==> src/rtl/vga_timing_pkg.sv <==
// Shared 640x480@60 timing constants, paddle defaults and paddle command helper.
package vga_timing_pkg;

    localparam int unsigned PIX_W         = 10;

    localparam int unsigned CLK_DIV_DEF   = 2;
    localparam int unsigned H_TOTAL       = 800;
    localparam int unsigned V_TOTAL       = 525;
    localparam int unsigned H_ACT_FIRST   = 144;
    localparam int unsigned H_ACT_LAST    = 783;
    localparam int unsigned V_ACT_FIRST   = 35;
    localparam int unsigned V_ACT_LAST    = 514;

    localparam int unsigned PADDLE_RADIUS = 13;
    localparam int unsigned POS_INIT_DEF  = 275;
    localparam int unsigned POS_MIN_DEF   = 48;
    localparam int unsigned POS_MAX_DEF   = 501;
    localparam int unsigned POS_STEP_DEF  = 4;

    typedef enum logic [1:0] {
        PAD_HOLD = 2'd0,
        PAD_UP   = 2'd1,
        PAD_DOWN = 2'd2
    } pad_cmd_e;

    // Both or neither button pressed means the paddle stays where it is.
    function automatic pad_cmd_e pad_cmd(input logic up, input logic down);
        pad_cmd_e cmd;
        cmd = PAD_HOLD;
        if (up && !down) begin
            cmd = PAD_UP;
        end else if (down && !up) begin
            cmd = PAD_DOWN;
        end
        return cmd;
    endfunction

endpackage

==> src/rtl/paddle_pos_ctrl.sv <==
// One paddle centre-line register, moved once per frame and clamped to its limits.
module paddle_pos_ctrl
    import vga_timing_pkg::*;
#(
    parameter int unsigned POS_INIT = POS_INIT_DEF,
    parameter int unsigned POS_MIN  = POS_MIN_DEF,
    parameter int unsigned POS_MAX  = POS_MAX_DEF,
    parameter int unsigned POS_STEP = POS_STEP_DEF
) (
    input  logic             clk,
    input  logic             rst,
    input  logic             tick,
    input  logic             up,
    input  logic             down,
    output logic [PIX_W-1:0] pos
);

    localparam logic [PIX_W:0] STEP_X   = (PIX_W+1)'(POS_STEP);
    localparam logic [PIX_W:0] MIN_X    = (PIX_W+1)'(POS_MIN);
    localparam logic [PIX_W:0] MAX_X    = (PIX_W+1)'(POS_MAX);
    localparam logic [PIX_W:0] UP_FLOOR = (PIX_W+1)'(POS_MIN + POS_STEP);

    pad_cmd_e         cmd;
    logic [PIX_W:0]   pos_x;
    logic [PIX_W:0]   dec_x;
    logic [PIX_W:0]   inc_x;
    logic [PIX_W-1:0] pos_next;

    // Candidate next position; widened by one bit so the clamp sees true values.
    always_comb begin
        cmd      = pad_cmd(up, down);
        pos_x    = {1'b0, pos};
        dec_x    = pos_x - STEP_X;
        inc_x    = pos_x + STEP_X;
        pos_next = pos;
        unique case (cmd)
            PAD_UP: begin
                // Compare before subtracting so a position below the step can never wrap.
                if (pos_x < UP_FLOOR) begin
                    pos_next = MIN_X[PIX_W-1:0];
                end else begin
                    pos_next = dec_x[PIX_W-1:0];
                end
            end
            PAD_DOWN: begin
                if (inc_x > MAX_X) begin
                    pos_next = MAX_X[PIX_W-1:0];
                end else begin
                    pos_next = inc_x[PIX_W-1:0];
                end
            end
            default: begin
                pos_next = pos;
            end
        endcase
    end

    // Position register, updated only on the frame tick.
    always_ff @(posedge clk) begin
        if (rst) begin
            pos <= PIX_W'(POS_INIT);
        end else if (tick) begin
            pos <= pos_next;
        end
    end

endmodule

==> src/rtl/vga_scan_generator.sv <==
// Pixel-rate divider, horizontal/vertical scan counters and per-frame paddle positions.
module vga_scan_generator
    import vga_timing_pkg::*;
#(
    parameter int unsigned CLK_DIV     = CLK_DIV_DEF,
    parameter int unsigned H_TOTAL     = vga_timing_pkg::H_TOTAL,
    parameter int unsigned V_TOTAL     = vga_timing_pkg::V_TOTAL,
    parameter int unsigned H_ACT_FIRST = vga_timing_pkg::H_ACT_FIRST,
    parameter int unsigned H_ACT_LAST  = vga_timing_pkg::H_ACT_LAST,
    parameter int unsigned V_ACT_FIRST = vga_timing_pkg::V_ACT_FIRST,
    parameter int unsigned V_ACT_LAST  = vga_timing_pkg::V_ACT_LAST,
    parameter int unsigned POS_INIT    = POS_INIT_DEF,
    parameter int unsigned POS_MIN     = POS_MIN_DEF,
    parameter int unsigned POS_MAX     = POS_MAX_DEF,
    parameter int unsigned POS_STEP    = POS_STEP_DEF
) (
    input  logic             clk,
    input  logic             rst,
    input  logic             team1_up,
    input  logic             team1_down,
    input  logic             team2_up,
    input  logic             team2_down,
    output logic             pixel_en,
    output logic [PIX_W-1:0] current_pixel,
    output logic [PIX_W-1:0] current_line,
    output logic             video_active,
    output logic             frame_tick,
    output logic [PIX_W-1:0] team1_ver_pos,
    output logic [PIX_W-1:0] team2_ver_pos
);

    // A one-bit divider stuck at 0 covers CLK_DIV=1, which keeps pixel_en high.
    localparam int unsigned      DIV_W    = (CLK_DIV > 1) ? $clog2(CLK_DIV) : 1;
    localparam logic [DIV_W-1:0] DIV_LAST = DIV_W'(CLK_DIV - 1);
    localparam logic [PIX_W-1:0] H_LAST   = PIX_W'(H_TOTAL - 1);
    localparam logic [PIX_W-1:0] V_LAST   = PIX_W'(V_TOTAL - 1);
    localparam logic [PIX_W-1:0] H_FIRST_A = PIX_W'(H_ACT_FIRST);
    localparam logic [PIX_W-1:0] H_LAST_A  = PIX_W'(H_ACT_LAST);
    localparam logic [PIX_W-1:0] V_FIRST_A = PIX_W'(V_ACT_FIRST);
    localparam logic [PIX_W-1:0] V_LAST_A  = PIX_W'(V_ACT_LAST);

    logic [DIV_W-1:0] div;
    logic             h_at_last;
    logic             v_at_last;

    // Clock divider: counts 0..CLK_DIV-1 and wraps.
    always_ff @(posedge clk) begin
        if (rst) begin
            div <= '0;
        end else if (div == DIV_LAST) begin
            div <= '0;
        end else begin
            div <= div + 1'b1;
        end
    end

    // Decodes of registered state: pixel strobe, frame tick and visible window.
    always_comb begin
        pixel_en     = (div == DIV_LAST);
        h_at_last    = (current_pixel == H_LAST);
        v_at_last    = (current_line == V_LAST);
        frame_tick   = pixel_en && h_at_last && v_at_last;
        video_active = (current_pixel >= H_FIRST_A) && (current_pixel <= H_LAST_A) &&
                       (current_line  >= V_FIRST_A) && (current_line  <= V_LAST_A);
    end

    // Scan counters, advancing once per pixel strobe; line steps when the pixel wraps.
    always_ff @(posedge clk) begin
        if (rst) begin
            current_pixel <= '0;
            current_line  <= '0;
        end else if (pixel_en) begin
            if (h_at_last) begin
                current_pixel <= '0;
                if (v_at_last) begin
                    current_line <= '0;
                end else begin
                    current_line <= current_line + 1'b1;
                end
            end else begin
                current_pixel <= current_pixel + 1'b1;
            end
        end
    end

    paddle_pos_ctrl #(
        .POS_INIT (POS_INIT),
        .POS_MIN  (POS_MIN),
        .POS_MAX  (POS_MAX),
        .POS_STEP (POS_STEP)
    ) u_team1 (
        .clk  (clk),
        .rst  (rst),
        .tick (frame_tick),
        .up   (team1_up),
        .down (team1_down),
        .pos  (team1_ver_pos)
    );

    paddle_pos_ctrl #(
        .POS_INIT (POS_INIT),
        .POS_MIN  (POS_MIN),
        .POS_MAX  (POS_MAX),
        .POS_STEP (POS_STEP)
    ) u_team2 (
        .clk  (clk),
        .rst  (rst),
        .tick (frame_tick),
        .up   (team2_up),
        .down (team2_down),
        .pos  (team2_ver_pos)
    );

endmodule

==> config.mk <==
export PLATFORM = sky130hd
export DESIGN_NAME = vga_scan_generator
export DESIGN_NICKNAME = d
export VERILOG_FILES = /design/src/rtl/vga_timing_pkg.sv /design/src/rtl/paddle_pos_ctrl.sv /design/src/rtl/vga_scan_generator.sv
export SDC_FILE = /design/constraint.sdc
export NUM_CORES = 1
export LEC_CHECK = 0
export CAP_MARGIN = 10
export CELL_PAD_IN_SITES_DETAIL_PLACEMENT = 0
export CELL_PAD_IN_SITES_GLOBAL_PLACEMENT = 1
export CORE_ASPECT_RATIO = 1.75
export CORE_UTILIZATION = 39
export DETAILED_ROUTE_END_ITERATION = 7
export PLACE_DENSITY_LB_ADDON = 0.1
export SYNTH_ARGS = -nofsm -noshare
export SYNTH_HDL_FRONTEND = slang
export SYNTH_HIERARCHICAL = 1
export SYNTH_SLANG_ARGS = --single-unit
==> constraint.sdc <==
create_clock -name clk -period 2.95 [get_ports clk]
set_input_delay 0.295 -clock clk [delete_from_list [all_inputs] [get_ports clk]]
set_output_delay 0.295 -clock clk [all_outputs]
set_load 0.005 [all_outputs]
==> Yosys cells after proc, flatten, opt, wreduce, memory -nomap -nowiden <==
Index checks and enable logic that the tools add are counted.
{ "totals": {"regBits": 41, "input_bits": 6, "elab_cells": 57} }
{ "op_classes": {"addsub": 7, "magnitude_cmp": 8, "eq_ne": 6, "mux": 12, "n_reduce_logical": 19} }
{ "ops": {"columns": ["op", "count"], "rows": [
  ["$mux W10", 6],
  ["$pmux W10 S2", 2],
  ["$add A10 B3 Y11 const B", 2],
  ["$gt A11 B9 Y1 const B", 2],
  ["$add A10 B1 Y10 const B", 2],
  ["$eq A10 B10 Y1 const B", 2],
  ["$le A10 B10 Y1 const B", 2],
  ["$lt A10 B6 Y1 const B", 2],
  ["$sub A10 B3 Y10 const B", 2],
  ["$ge A10 B6 Y1 const B", 1],
  ["$ge A10 B8 Y1 const B", 1],
  ["$logic_and A1 B1 Y1", 9],
  ["$mux W2", 4],
  ["$reduce_and A2 Y1", 3],
  ["$eq A2 B1 Y1 const B", 2],
  ["$eq A2 B2 Y1 const B", 2],
  ["$logic_not A1 Y1", 4],
  ["$reduce_bool A2 Y1", 2],
  ["$reduce_or A2 Y1", 1],
  ["$add A1 B1 Y1 const B", 1]
]} }

==> Longest topological paths before layout <==
Gate-level depths: netlist of run 1.
{ "depth": {"word_depth": 7, "depth_mapped": 11, "mapped_depth_nobuf": 10} }

==> Modules after synthesis <==
The synthesis of run 1 kept the hierarchy.
{ "modules_own_cells": {"columns": ["module", "n_inst", "cells_each", "area_per_inst_um2"], "rows": [
  ["paddle_pos_ctrl", 2, 123, 913.4],
  ["vga_scan_generator", 1, 129, 1078.5]
]} }

==> Worst setup path before layout of run 1 <==
No wires, ideal clock.
{ "synth_timing": {"kind": "reg-to-reg", "startpoint": "reg current_pixel[0]", "endpoint": "reg u_team1.pos[4]", "setup_ns": 0.114, "arrival_time_ns": 2.353, "t_required_ns": 2.836, "path_slack_ns": 0.483, "stages_incl_launch_ff": 11, "synth_period_minus_slack_ns": 2.467, "path_cell_list": "dfxtp_1 > ha_1 > nand3_1 > or3_2 > nor2_1 > nor2b_1 > buf_4 > nand3_1 > o21ai_0 > o211ai_1 > a21o_1"} }
{ "synth_between": {"elab_chain_len": 4} }
{ "synth_lines": {"columns": ["item", "line_no", "rtl"], "rows": [
  ["start, declared", "vga_scan_generator.sv:24", "output logic [PIX_W-1:0] current_pixel,"],
  ["start signal, assigned", "vga_scan_generator.sv:81", "current_pixel <= current_pixel + 1'b1;"],
  ["$eq A10 B10 Y1", "vga_scan_generator.sv:60", "h_at_last = (current_pixel == H_LAST);"],
  ["$logic_and A1 B1 Y1 (2 in a row)", "vga_scan_generator.sv:62", "frame_tick = pixel_en && h_at_last && v_at_last;"],
  ["named net frame_tick", "vga_scan_generator.sv:27", "output logic frame_tick,"],
  ["$reduce_and A2 Y1 (no source line)", null, null],
  ["end signal, assigned", "paddle_pos_ctrl.sv:61", "pos <= PIX_W'(POS_INIT);"],
  ["end signal, assigned", "paddle_pos_ctrl.sv:63", "pos <= pos_next;"],
  ["end, declared", "paddle_pos_ctrl.sv:15", "output logic [PIX_W-1:0] pos"]
]} }
The timed path passes the listed nets, and every way through them passes these cells.
A chain may end at the register's enable or synchronous reset.

==> Worst setup path after layout of run 1 <==
{ "layout_timing": {"startpoint": "reg current_pixel[0]", "endpoint": "out frame_tick"} }
{ "layout_between": {"elab_chain_len": 3} }
{ "layout_lines": {"columns": ["item", "line_no"], "rows": [
  ["$eq A10 B10 Y1", "vga_scan_generator.sv:60"],
  ["$logic_and A1 B1 Y1 (2 in a row)", "vga_scan_generator.sv:62"],
  ["end, declared", "vga_scan_generator.sv:27"]
]} }
Every way passes these cells.

==> qor.yml, run 1 <==
status: "complete, no violations"
grt_overflow: 0
yosys_warnings: 6
place_inst: 507
dpl.hpwl_microns: 5860
cts_root_buffer: "clkbuf_16"
finalSetupViolCount: 0
maxSlewHeadroom_pct: 60.1
worst_slack_ns: 0.180
post_cts_buffers: 0
remaining_drc_errors: 0
grt_pass1_vias: 2720
leakage_nw: 1.23
min_period_ns: 2.77
worstSetupPathType: "reg -> out"
synth_fa_ha_area_share_pct: 5.60
place_ws_ns: 0.186
cts_hold_buf: 0
r2r_setup_slack_ns: 0.23
worstPathMaxFanout: 5
clkPwrFrac_pct: 51.6
drv_cap: 0
post_cts_resized: 0
slew_viol_final: 0
syn_inst: 375
io_buffers: 48
grt_max_degree: 19
min_from: "u_team1/pos[0]$_SDFFE_PP1P_"
worst_pin_slew_ns: 0.596
nets: 447
finalSetupTns_ns: 0
p_sw_share_pct: 21.8
core-area_sq_mm: 0.00723
fillers: 734
async_reset_ff_share_pct: 0
clock_path_buffers: 2
die_w_microns: 67.2
routed_wl_microns: 8060
first_pass_iters: 4
fmax_ghz: 0.361
ys_ff_latch: 41
skew_ns: 0.00419
ir_drop_mv: 0.278
cts_buffers: 5
synth-simple-area-share_pct: 30.3
power_frac_comb_pct: 4.9
postLayoutCoreUtil_pct: 51.1
power-per-cell-area_mw_per_mm2: 349
crit_start: "current_pixel[0]$_SDFFE_PP0P_"
synth_compound_area_share_pct: 22.9
grt_usage_pct: 22.2
htreeDepth: 2
drt_iter0_markers: 212
avgSynthCellArea_sq_um: 7.75
synth_area_sq_mm: 0.00291
syn_nets: 394
seqPwrFrac_pct: 43.5
synth_top_cells_by_area: "dfxtp_1 (28%), ha_1 (5.6%), nor2_1 (5.3%), a21oi_1 (4.8%), nand2_1 (4.1%)"
diodes: 0
wl_per_cell_microns: 15.7
die_area_sq_mm: 0.00781
synth_mux_area_share_pct: 1.03
area_growth_pct: 27.1
timing.rr.start: "current_pixel[0]$_SDFFE_PP0P_"
clock_latency_ns: 0.29
hold_violations: 0
start_kind: "flop"
crit_arrival_ns: 2.48
via_per_inst: 5.72
cp-end-kind: "primary output"
cts.sinks: 41
final_antenna_net_count: 0
dieHeight_microns: 116
p_int_mw: 1.01
power_mw: 1.29
synth_top_area_cell: "dfxtp_1"
start_util_pct: 40.2
synth-xor-area-share_pct: 5.43
rsz0062_at_grt: "false"
placed_area_sq_mm: 0.00351
synth_ff_type: "dfxtp_1"
cts_tree: "done"
hp-class: "reg -> reg"
fp-row-count: 41
ys_seq_area_share_pct: 28.3
final_area_sq_mm: 0.00369
worst_hold_slack_ns: 0.519
grt_pass1_wl_microns: 13200
final_cells: 515
cp.required_ns: 2.65
num_io_pins: 49
vias: 2944
place.gp.congestion: 0.786
drive_above_1_share_pct: 11.9
synth_top_family_by_area: "simple AND/OR/NAND/NOR gates"
antenna_found_initial: 0
synth_edf_count: 0
clkTransAtPathRegs_ns: 0.06
synth_top_area_share_pct: 28.3
p_switching_mw: 0.280
ys_types: 59
ys_top_cells_by_count: "dfxtp_1 (41), nor2_1 (41), nand2_1 (32)"
post-route-period-util_pct: 93.9
-- worst max-delay path, cell delays in order, from the launching register on --
cell	delay [ns]
dfxtp_1	0.43
ha_1	0.28
nand3_1	0.16
or3_2	0.56
nor2_2	0.20
clkdlybuf4s50_1	0.56
-- layer usage --
metal  global-route usage (%)  share of wire [%]  routed length (microns)
met5                        0                  0                        0
met4                     7.80                1.7                      136
met3                     4.10                4.1                      330
met2                     39.2                 52                     4200
met1                     26.2                 42                     3390
-- worst paths after layout --
kind / cells past startpoint / endpoint
setup reg to reg: 8 / u_team1/pos[4]$_SDFFE_PP1P_
setup / recovery: 5 / frame_tick
hold reg to reg: 2 / u_team1/pos[0]$_SDFFE_PP1P_
hold / removal: 2 / u_team1/pos[0]$_SDFFE_PP1P_
-- cell type report --
cell class                      count  area (sq um)  share of cell area, %
Inverter                           12          45.0                   1.22
Multi-Input combinational cell    298          1900                   51.4
Timing Repair Buffer               70           646                   17.5
Clock buffer                        6           139                   3.76
Clock inverter                      2          37.5                   1.02
Tap cell                           86           108                   2.91
Sequential cell                    41           821                   22.2
-- power by group through the flow --
stage	Clock (mW)	Sequential, mW	Combinational, mW
6_report	0.665	0.561	0.0630
5_1_grt	0.696	0.561	0.0695
4_1_cts	0.678	0.561	0.0635
3_5_place_dp	0	0.573	0.0628
3_3_place_gp	0	0.573	0.0626
2_1_floorplan	0	0.573	0.0349
-- kinds of logic (layout without fill, tap and decap cells) --
family                     count (synthesis)  in the layout
buffers and inverters                     36             90
muxes                                      3              3
DFF                                       41             41
adders and majority gates                 13             13
xor gates and xnor gates                  18             18
and+or+nand+nor                          165            165
AOI/OAI and AO/OA                         99             99
-- state kept, by name (all words and copies together) (netlist names) --
signal and cells:
current_line 10, current_pixel 10, u_team1/pos 10, u_team2/pos 10
pixel_en 1
-- layout by cell type (no fill, tap or decap), types with 4 or more instances in the layout --
cell              n
a31oi_1           5
nor2_1           40
nand3b_1          6
a311oi_1          5
a221oi_1          4
a21oi_1          28
clkdlybuf4s50_1  48
nand2b_1          8
or3_2             4
o211ai_1          4
a211oi_1          4
xor2_1            9
and3_1            4
inv_1            12
nor3_1           10
clkbuf_16         5
buf_4            22
xnor2_1           9
nor2b_1           6
dfxtp_1          41
nand3_1          13
nand4_1          10
nand2_1          32
ha_1             13
or3_1             5
o21ai_0          21
Note: power is estimated with default switching activity, not from simulation.
==> run 2: changes to the inputs <==
--- a/config.mk
+++ b/config.mk
@@ -12,6 +12,7 @@
 export CORE_UTILIZATION = 39
 export DETAILED_ROUTE_END_ITERATION = 7
 export PLACE_DENSITY_LB_ADDON = 0.1
+export SLEW_MARGIN = 10
 export SYNTH_ARGS = -nofsm -noshare
 export SYNTH_HDL_FRONTEND = slang
 export SYNTH_HIERARCHICAL = 1
==> results of run 2 <==
Final layout, timing and power as in run 1 (identical DEF).
==> run 3: changes to the inputs <==
--- a/config.mk
+++ b/config.mk
@@ -9,7 +9,7 @@
 export CELL_PAD_IN_SITES_DETAIL_PLACEMENT = 0
 export CELL_PAD_IN_SITES_GLOBAL_PLACEMENT = 1
 export CORE_ASPECT_RATIO = 1.75
-export CORE_UTILIZATION = 39
+export CORE_UTILIZATION = 35
 export DETAILED_ROUTE_END_ITERATION = 7
 export PLACE_DENSITY_LB_ADDON = 0.1
 export SLEW_MARGIN = 10
==> constraint.sdc (replaced) <==
create_clock -name clk -period 2.3 [get_ports clk]
set_input_delay 0.23 -clock clk [delete_from_list [all_inputs] [get_ports clk]]
set_output_delay 0.23 -clock clk [all_outputs]
set_load 0.005 [all_outputs]
==> run 3 against run 2 <==
Effect of this change: sequential share of layout area is 1.2 points lower; global-route usage is 1.7 points lower; non-clock buffer count is 30 higher; final cell count is 6.6% higher; power is 18% higher; first-iteration DRC count is 15% lower; via count is 4.9% higher; register-to-register slack worse by 0.13 ns; flip-flop and latch count stayed put; sequential power is 28% higher; combinational power is 54% higher.
==> qor.yml, run 3 (same netlist as run 1, synthesis figures left out) <==
nets: 477  # +6.7%
hold_depth: 1  # -1
r2r_end: "u_team2/pos[1]$_SDFFE_PP1P_"
remaining_drc_errors: 0  # unchanged
power-per-cell-area_mw_per_mm2: 384  # +10%
maxSlewHeadroom_pct: 73.0  # +13 points
num_io_pins: 49  # unchanged
worst_pin_slew_ns: 0.402  # -0.195 ns
cp.required_ns: 2.47  # -0.18 ns
r2r_setup_slack_ns: 0.10  # -0.13 ns
drive_above_1_share_pct: 20.5  # +8.6 points
first_pass_iters: 6  # +2
cts_buffers: 5  # unchanged
final_area_sq_mm: 0.00395  # +6.9%
fp-row-count: 43  # +4.9%
final_common_cell: "buf_4"
timing.rr.start: "u_team2/pos[2]$_SDFFE_PP0P_"
met1_usage_pct: 23.3  # -2.9 points
grt_pass1_vias: 2944  # +8.2%
crit_slowest_cell: "o41a_1"
grt_pass1_wl_microns: 14100  # +6.5%
hold_end: "u_team1/pos[9]$_SDFFE_PP0P_"
placed_area_sq_mm: 0.00376  # +7.1%
crit_arrival_ns: 2.37  # -0.11 ns
slowest_delay_ns: 0.45  # -0.11 ns
routed_wl_microns: 8540  # +5.9%
grt_use_met3_pct: 3.69  # -0.41 points
dieHeight_microns: 123  # +5.5%
place_inst: 541  # +6.7%
core-area_sq_mm: 0.00796  # +10%
min_from: "u_team1/pos[9]$_SDFFE_PP0P_"
via_per_inst: 5.63  # -1.6%
diodes: 0  # unchanged
wl_per_cell_microns: 15.6  # -0.65%
grt_overflow: 0  # unchanged
skew_ns: 0.00565  # +0.00146 ns
grt.busiest_layer: "met2"
final_antenna_net_count: 0  # unchanged
min_period_ns: 2.20
hp-class: "reg -> reg"
post-route-period-util_pct: 95.6
htreeDepth: 2  # unchanged
dpl.hpwl_microns: 6410  # +9.3%
r2r_cells: 7  # -1
drv_cap: 0  # unchanged
worstSetupPathType: "reg -> reg"
antenna_found_initial: 0  # unchanged
ir_drop_mv: 0.277  # -0.20%
place.gp.congestion: 0.812  # +3.3%
finalSetupViolCount: 0  # unchanged
vias: 3089  # +4.9%
grt_use_met2_pct: 37.3  # -1.9 points
area_growth_pct: 35.9
clock_latency_ns: 0.29  # about the same
finalSetupTns_ns: 0  # unchanged
drt_iter0_markers: 180  # -15%
slew_viol_final: 0  # unchanged
cp-end-kind: "flop"
cts_tree: "done"
grt_max_degree: 14  # -5
start_kind: "flop"
postLayoutCoreUtil_pct: 49.6  # -1.5 points
final_cell_mix: "buf_4 (52), clkdlybuf4s50_1 (46), nor2_1 (40)"
start_util_pct: 36.5  # -3.7 points
leakage_nw: 1.38  # +12%
cts.sinks: 41  # unchanged
rsz0062_at_grt: "true"
clock_path_buffers: 2  # unchanged
cts_hold_buf: 0  # unchanged
fmax_ghz: 0.455
final_cells: 549  # +6.6%
clkTransAtPathRegs_ns: 0.06  # about the same
grt_usage_pct: 20.5  # -1.7 points
cts_root_buffer: "clkbuf_16"
crit_chain: "ha_2 > nand4b_1 > mux2i_1 > a31oi_1 > o41a_1 > or3b_4 > a221o_1"
die_w_microns: 70.9  # +5.4%
hold_violations: 0  # unchanged
status: "complete, no violations"
io_buffers: 48  # unchanged
worstPathMaxFanout: 6  # +1
die_area_sq_mm: 0.00868  # +11%
-- run 3: how the worst max path moves through the flow --
stage / from / to / slack (ns) / depth (start not counted)
after floorplan: u_team1/pos[3]$_SDFFE_PP0P_ / u_team1/pos[1]$_SDFFE_PP1P_ / 0.003 / 7
after global placement: u_team1/pos[2]$_SDFFE_PP0P_ / u_team1/pos[1]$_SDFFE_PP1P_ / 0.08 / 7
after detailed placement: u_team1/pos[2]$_SDFFE_PP0P_ / u_team1/pos[1]$_SDFFE_PP1P_ / 0.03 / 7
after CTS: u_team2/pos[2]$_SDFFE_PP0P_ / u_team2/pos[1]$_SDFFE_PP1P_ / 0.01 / 7
after global routing: u_team1/pos[3]$_SDFFE_PP0P_ / u_team1/pos[1]$_SDFFE_PP1P_ / -0.008 / 7
final: u_team2/pos[2]$_SDFFE_PP0P_ / u_team2/pos[1]$_SDFFE_PP1P_ / 0.10 / 7
-- run 3: power breakdown --
group	leakage (nW)	total (mW)	internal [mW]	switching (mW)
sequential	0.333	0.716	0.713	0.00247
clock	0.0696	0.703	0.398	0.304
combinational	0.979	0.0971	0.0458	0.0513
-- run 3: through the flow --
| stage | setup slack (ns) | total power [mW] | hold slack, ns |
|---|---|---|---|
| floorplan | 0.00340 | 0.781 | 0.453 |
| global placement | 0.0757 | 0.827 | 0.522 |
| detailed placement | 0.0320 | 0.827 | 0.540 |
| CTS | 0.0114 | 1.54 | 0.551 |
| global route | -0.00826 | 1.58 | 0.575 |
| finish | 0.101 | 1.52 | 0.547 |
-- run 3: area by class of cell --
class	instances	area, sq um
clock buffer	5	125
clock inverter	3	17.5
fill	781	4010
inverter	12	45.0
multi-input combinational	298	1950
sequential	41	830
tap	90	113
timing repair buffer	100	868
-- run 3: timing repair --
| item | in CTS | in global routing |
|---|---|---|
| setup endpoints to repair | 2 | 16 |
| pin swaps | 0 | 1 |
| setup buffers | 0 | 0 |
| gates cloned | 0 | 0 |
| gates resized for setup | 2 | 13 |
-- run 3: per-layer routing --
metal | share of wire (%) | routed length, microns | vias to the layer above
li1 | - | - | 1534
met1 | 41 | 3520 | 1456
met2 | 52 | 4430 | 82
met3 | 3.9 | 332 | 17
met4 | 2.9 | 249 | 0
met5 | 0 | 0 | -
-- run 3: critical path, delay by kind of cell (launching register included) --
family | cells | cell delay [ns]
AOI/OAI and AO/OA | 3 | 0.83
adders and majority gates | 1 | 0.20
DFF | 1 | 0.38
muxes | 1 | 0.14
and+or+nand+nor | 2 | 0.54
